### src/rtl/branch_resolve_unit.sv
// Branch resolution unit for the multicycle RISC.
// Owns the N,Z,C,V status word and evaluates conditional branches, BAL and jumps.
// A taken transfer raises a redirect to fetch, which is held until fetch accepts it.
// A timed flush of the younger stages follows. A JAL also emits a one-cycle link write.
module branch_resolve_unit #(
    parameter int PC_W      = 16,
    parameter int FLUSH_CYC = 2,
    parameter int BYPASS    = 0,
    parameter int CNT_W     = 16
) (
    input  logic             clk,
    input  logic             rst,
    input  logic             req_valid,
    output logic             req_ready,
    input  logic [15:0]      ins,
    input  logic [PC_W-1:0]  pc,
    input  logic [PC_W-1:0]  rs_val,
    input  logic             flag_we,
    input  logic [3:0]       flag_in,
    output logic [3:0]       psw,
    output logic             redir_valid,
    input  logic             redir_ready,
    output logic [PC_W-1:0]  redir_pc,
    output logic             flush,
    output logic             link_we,
    output logic [PC_W-1:0]  link_data,
    output logic [CNT_W-1:0] taken_cnt,
    output logic [CNT_W-1:0] ntaken_cnt
);

    localparam int FC_W = (FLUSH_CYC > 1) ? $clog2(FLUSH_CYC) : 1;

    typedef enum logic [1:0] {
        S_IDLE,
        S_REDIRECT,
        S_FLUSH
    } state_t;

    state_t state, state_nxt;

    logic [FC_W-1:0] flush_cnt;
    logic            accept;
    logic [3:0]      eval_f;
    logic [4:0]      opcode;
    logic [2:0]      cond;
    logic            cond_true;
    logic            taken_p0;
    logic            is_cond_p0;
    logic            is_link_p0;
    logic [PC_W-1:0] tgt_p0;

    // Counters stick at all-ones instead of wrapping.
    function automatic logic [CNT_W-1:0] sat_inc(input logic [CNT_W-1:0] v);
        return (&v) ? v : v + 1'b1;
    endfunction

    function automatic logic [PC_W-1:0] sext8(input logic [7:0] o);
        logic signed [PC_W-1:0] s;
        s = {{(PC_W-8){o[7]}}, o};
        return $unsigned(s);
    endfunction

    function automatic logic [PC_W-1:0] sext11(input logic [10:0] o);
        logic signed [PC_W-1:0] s;
        s = {{(PC_W-11){o[10]}}, o};
        return $unsigned(s);
    endfunction

    assign opcode = ins[15:11];
    assign cond   = ins[10:8];
    assign accept = req_valid & req_ready;
    // With bypass, flags written by the ALU this very cycle decide the branch.
    assign eval_f = ((BYPASS != 0) && flag_we) ? flag_in : psw;

    // Condition-code evaluation against {N,Z,C,V}.
    always_comb begin
        cond_true = 1'b0;
        case (cond)
            3'b000:  cond_true = ~eval_f[2];
            3'b001:  cond_true =  eval_f[2];
            3'b010:  cond_true =  eval_f[1];
            3'b011:  cond_true = ~eval_f[1];
            3'b100:  cond_true =  eval_f[3];
            3'b101:  cond_true = ~eval_f[3];
            3'b110:  cond_true =  eval_f[0];
            default: cond_true = ~eval_f[0];
        endcase
    end

    // Instruction decode: taken decision, target and link request.
    always_comb begin
        taken_p0   = 1'b0;
        is_cond_p0 = 1'b0;
        is_link_p0 = 1'b0;
        tgt_p0     = '0;
        case (opcode)
            5'b11000: begin
                is_cond_p0 = 1'b1;
                taken_p0   = cond_true;
                tgt_p0     = pc + sext8(ins[7:0]);
            end
            5'b11001, 5'b10000: begin
                taken_p0 = 1'b1;
                tgt_p0   = pc + sext11(ins[10:0]);
            end
            5'b10001: begin
                taken_p0   = 1'b1;
                is_link_p0 = 1'b1;
                tgt_p0     = pc + sext11(ins[10:0]);
            end
            5'b10010: begin
                taken_p0   = 1'b1;
                is_link_p0 = 1'b1;
                tgt_p0     = rs_val;
            end
            5'b10011: begin
                taken_p0 = 1'b1;
                tgt_p0   = rs_val;
            end
            default: ;
        endcase
    end

    // FSM state register.
    always_ff @(posedge clk) begin
        if (rst) state <= S_IDLE;
        else     state <= state_nxt;
    end

    // FSM next state and request handshake.
    always_comb begin
        state_nxt = state;
        req_ready = 1'b0;
        case (state)
            S_IDLE: begin
                req_ready = 1'b1;
                if (req_valid && taken_p0) state_nxt = S_REDIRECT;
            end
            S_REDIRECT: begin
                if (redir_ready) state_nxt = (FLUSH_CYC == 0) ? S_IDLE : S_FLUSH;
            end
            S_FLUSH: begin
                if (flush_cnt == '0) state_nxt = S_IDLE;
            end
            default: state_nxt = S_IDLE;
        endcase
    end

    // Status word: the ALU may write it in any state.
    always_ff @(posedge clk) begin
        if (rst)          psw <= 4'b0000;
        else if (flag_we) psw <= flag_in;
    end

    // Redirect, link, flush timing and statistics registers.
    always_ff @(posedge clk) begin
        if (rst) begin
            redir_valid <= 1'b0;
            redir_pc    <= '0;
            flush       <= 1'b0;
            flush_cnt   <= '0;
            link_we     <= 1'b0;
            link_data   <= '0;
            taken_cnt   <= '0;
            ntaken_cnt  <= '0;
        end else begin
            link_we <= 1'b0;
            case (state)
                S_IDLE: begin
                    if (accept) begin
                        if (taken_p0) begin
                            redir_valid <= 1'b1;
                            redir_pc    <= tgt_p0;
                            taken_cnt   <= sat_inc(taken_cnt);
                            if (is_link_p0) begin
                                link_we   <= 1'b1;
                                link_data <= pc + {{(PC_W-1){1'b0}}, 1'b1};
                            end
                        end else if (is_cond_p0) begin
                            ntaken_cnt <= sat_inc(ntaken_cnt);
                        end
                    end
                end
                S_REDIRECT: begin
                    if (redir_ready) begin
                        redir_valid <= 1'b0;
                        if (FLUSH_CYC > 0) begin
                            flush     <= 1'b1;
                            flush_cnt <= FC_W'(FLUSH_CYC - 1);
                        end
                    end
                end
                S_FLUSH: begin
                    if (flush_cnt == '0) flush <= 1'b0;
                    else                 flush_cnt <= flush_cnt - 1'b1;
                end
                default: ;
            endcase
        end
    end

endmodule

### config.mk
export PLATFORM = sky130hd
export DESIGN_NAME = branch_resolve_unit
export DESIGN_NICKNAME = d
export VERILOG_FILES = /design/src/rtl/branch_resolve_unit.sv
export SDC_FILE = /design/constraint.sdc
export NUM_CORES = 1
export LEC_CHECK = 0
export CAP_MARGIN = 20
export CORE_ASPECT_RATIO = 0.6
export CORE_MARGIN = 4
export CORE_UTILIZATION = 50
export CTS_CLUSTER_SIZE = 14
export DETAILED_ROUTE_END_ITERATION = 16
export GPL_ROUTABILITY_DRIVEN = 0
export PLACE_DENSITY_LB_ADDON = 0.08
export SYNTH_ARGS = -nofsm -noshare
export SYNTH_HDL_FRONTEND = slang
export SYNTH_SLANG_ARGS = --single-unit
### constraint.sdc
create_clock -name clk -period 9.8 [get_ports clk]
set_input_delay 0.98 -clock clk [delete_from_list [all_inputs] [get_ports clk]]
set_output_delay 0.98 -clock clk [all_outputs]
set_load 0.1 [all_outputs]
# Word-level counts from Yosys, hierarchy flattened
# Cells that the tools add are included.
# Widths: inputs -> output; s select.
# word_totals
input_bits,57
ff_bits,74
mem_bits_rw,0
memories,0
word_cells,85
rom_bits,0
out_inout_bits,72
latch_bits,0
# op_classes
magnitude_cmp,0
n_reduce_logical,20
eq_ne,19
n_bitwise,10
mul,0
div,0
addsub,6
muxes,20
n_shift,0
# op_table
op,n
$add 16x1->16 const B,3
$pmux 16 s3,1
$add 16x16->16,2
$reduce_and 16->1,2
$eq 5x5->1 const B,6
$reduce_and 4->1,3
$mux 1,10
$ne 2x2->1 const B,5
$eq 3x3->1 const B,3
$not 1->1,9
$reduce_and 3->1,3
$pmux 1 s2,4
$pmux 1 s7,1
$eq 3x2->1 const B,2
$mux 2,3
$pmux 2 s3,1
$reduce_and 5->1,1
$reduce_or 5->1,1
$reduce_bool 2->1,2
$reduce_or 2->1,2
$reduce_or 4->1,1
$eq 3x1->1 const B,1
$logic_not 3->1,1
$reduce_or 3->1,1
other kinds (7),7

# Longest topological paths before layout
# logic_depth
depth_word,6
ltp_mapped,14
ltp_nobuf,12

# Worst setup path after synthesis
# OpenSTA, ideal clock, no wires.
# synth_path
kind,input port to flip-flop
startpoint,input port ins[12]
endpoint,register redir_pc[15]
t_required_ns,9.709
cell_stages,13
setup_time_ns,0.091
n_path_buf,1
setup_slack_ns,6.059
arrival_ns,3.650
cell_sequence,nor3b_1 clkbuf_1 nand2_1 nand2_1 nand2_1 ha_1 a21oi_1 o211ai_1 o211ai_1 o311ai_0 a31o_2 or3_1 a311oi_1
# synth_via
elab_chain_cells,4
word_cells_on_any_way,12
cone_classes,6 x eq/ne; 2 x mux; 4 x reduce/logical
# synth_rtl
item,line,source
"start, declared",15,"input logic [15:0] ins,"
$eq 5x5->1,96,case (opcode)
$reduce_or 5->1 (no line),-,
$pmux 1 s2,96,
$reduce_and 3->1 (no line),-,
"end signal, assigned",173,redir_pc <= tgt_p0;
"end, declared",23,"output logic [PC_W-1:0] redir_pc,"
# Parallel ways exist; a longest one is shown, timed or not.
# A chain may end at the register's enable or synchronous reset.

# Worst setup path in the final report
# Ends and elaborated chain as after synthesis.

==> results.json <==
{
  "status": "finished, final reports clean",
  "hold_viol_final": 0,
  "initial_core_util_pct": 53.4,
  "drt-initial-drc-count": 298,
  "min_from": "flush_cnt",
  "synth_seq_cells": 74,
  "post_cts_buffers": 0,
  "via_count": 4100,
  "clockBufferDepth": 2,
  "whs_path_depth": 2,
  "critPathCaptureType": "flip-flop",
  "fillerInstances": 553,
  "cts-hold-fix-buffers": 0,
  "die_w_um": 124,
  "synth_cell_types": 42,
  "yosysWarnings": 0,
  "synth_edf_count": 0,
  "whs_ps": 487,
  "hold-path-endpoint": "flush_cnt",
  "seq_area_frac_synth_pct": 37.0,
  "p_leak_nw": 2.06,
  "io_pins": 129,
  "insertion_delay_ps": 340,
  "drv_cap": 0,
  "dieHeight_um": 77.3,
  "dieArea_um2": 9560,
  "clkSlewWorstSetupHoldPaths_ps": 60,
  "fin_nets": 682,
  "critical_path_required_ps": 10040,
  "crit_type": "in2reg",
  "antenna_found_initial": 0,
  "clock-sinks": 74,
  "period_minus_slack_ps": 4200,
  "wl_met2_um": 5310,
  "synthFlopType": "dfxtp_1",
  "drive_gt1_share_pct": 4.93,
  "port_buffers": 128,
  "gr-usage-all-layers_pct": 24.6,
  "syn_inst": 486,
  "start_kind": "primary input",
  "final-max-slew-violation-count": 0,
  "wl_met1_um": 5280,
  "drcViolationCount": 0,
  "fmax_ghz": 0.238,
  "htree_levels": 3,
  "wl_met3_um": 972,
  "setup_tns_ps": 0,
  "grt_setup_unrepaired": "no",
  "ant_nets": 0,
  "cp_max_fo": 20,
  "post_drt_wl_per_cell_um": 16.4,
  "top_layer": "met4",
  "multiInputGateArea_um2": 2420,
  "layout_commonest_cell": "clkdlybuf4s50_1",
  "fp-row-count": 24,
  "grt_overflow": 0,
  "ir_drop_uv": 106,
  "finalWirelength_um": 11700,
  "diodes": 0,
  "synth_area_um2": 4010,
  "synth.net_count": 564,
  "avgSynthCellArea_um2": 8.24,
  "dp_hpwl_um": 8460,
  "grt_pass1_wl_um": 19100,
  "reg2reg_from": "psw[2]",
  "reg2regPathDepth": 7,
  "grt_pass1_vias": 3835,
  "grt_max_degree": 75,
  "cts-root-buf": "clkbuf_16",
  "final_cell_mix": "127 x clkdlybuf4s50_1, 76 x nor2_1, 74 x dfxtp_1",
  "core_area_um2": 7510,
  "first_pass_iters": 5,
  "cts-buffers-inserted": 9,
  "setup_viol": 0,
  "min_path_type": "reg2reg",
  "worst_pin_slew_ps": 1070,
  "maxSlewHeadroom_pct": 28.4,
  "area_growth_pct": 42.2,
  "cts_tree": "done",
  "r2r_setup_slack_ps": 7180,
  "regArea_um2": 1480,
  "powerDensity_nw_per_um2": 152,
  "cts_resized": 0,
  "fin_crit_sh_pct": 42.8,
  "fin_skew_ps": 4.69,
  "r2r-end": "ntaken_cnt[5]",
  "async_flop_share_pct": 0,
  "arrival_ps": 4440,
  "vias_per_cell": 5.75
}
-- report_power, final --
| group | switching [mW] | total (mW) | internal, mW |
|---|---|---|---|
| Combinational | 0.123 | 0.188 | 0.0652 |
| Clock | 0.125 | 0.362 | 0.237 |
| Sequential | 0.00509 | 0.314 | 0.309 |
-- flip-flops by register name, indices dropped and copies added, names as in the netlist --
name         count
flush            1
psw              4
redir_pc        16
link_we          1
redir_valid      1
ntaken_cnt      16
flush_cnt        1
taken_cnt       16
state            2
link_data       16
-- metal layers --
metal | vias to the layer above | global-route usage [%]
li1 | 1971 | -
met1 | 1911 | 33.8
met2 | 202 | 38.3
met3 | 16 | 6.76
met4 | 0 | 6.85
met5 | - | 0
-- layout make-up --
class | instances | share of cell area (%)
flip-flops and latches | 74 | 26.0
repair buffers | 131 | 22.8
inverters | 10 | 0.659
clock inverters | 4 | 1.30
clock buffers | 12 | 4.50
multi-input cells | 378 | 42.5
well taps | 104 | 2.28
-- how the worst max path moves through the flow --
stage                       start  slack (ps)  cells past startpoint      endpoint
after CTS                 ins[12]        5650                     14  redir_pc[15]
final                     ins[12]        5600                     14  redir_pc[15]
after global routing      ins[12]        5370                     14  redir_pc[15]
after global placement    ins[12]        5520                     14  redir_pc[15]
after floorplan           ins[12]        6060                     13  redir_pc[15]
after detailed placement  ins[12]        5290                     14  redir_pc[15]
-- cells in the mapped netlist, types with 2 or more instances --
cell type	instances	area [um2]
nand2_1	34	128
nor4_1	3	18.8
nand3_1	30	150
nor2b_1	2	12.5
a31oi_1	3	18.8
xor2_1	35	307
nor3b_1	2	15.0
nor3_1	20	100
mux2i_1	7	70.1
nor2_1	76	285
nand4_1	12	75.1
nand3b_1	2	15.0
and2_1	2	12.5
o21ai_0	14	70.1
or2_2	2	12.5
buf_2	2	10.0
a211oi_1	21	158
o21bai_1	2	15.0
a21oi_1	24	120
and3_1	9	56.3
ha_1	20	250
a221oi_1	13	114
and4_1	5	43.8
a31o_2	2	17.5
inv_1	10	37.5
nand2b_1	4	25.0
dfxtp_1	74	1480
xnor2_1	18	158
o211ai_1	3	22.5
clkbuf_1	20	75.1
or3_1	4	25.0
-- kinds of logic after synthesis --
kind of cell / share of synthesized area, %
AOI/OAI and AO/OA: 14.6
xor gates and xnor gates: 11.6
adders and majority gates: 6.75
buffers and inverters: 3.28
DFF: 37.0
muxes: 2.31
and+or+nand+nor: 24.5
-- through the flow --
stage	cell area, um2	utilization, %	power [mW]	cells	setup slack, ps
floorplan	4010	-	0.444	486	6060
global placement	5370	71.5	0.502	697	5520
detailed placement	5370	71.5	0.505	697	5290
CTS	5700	75.9	0.867	713	5650
global route	5700	75.9	0.896	713	5370
finish	5700	75.9	0.864	713	5600
-- worst max-delay path: stages --
cell	delay, ps
clkdlybuf4s50_1	500
nor3b_2	210
buf_4	270
nand2_1	70
nand2_1	100
nand2_1	200
ha_1	400
a21oi_1	300
o211ai_1	140
o211ai_1	90
o311ai_0	240
a31o_2	320
or3_1	340
a311oi_1	260
Note: power is estimated with default switching activity, not from simulation.
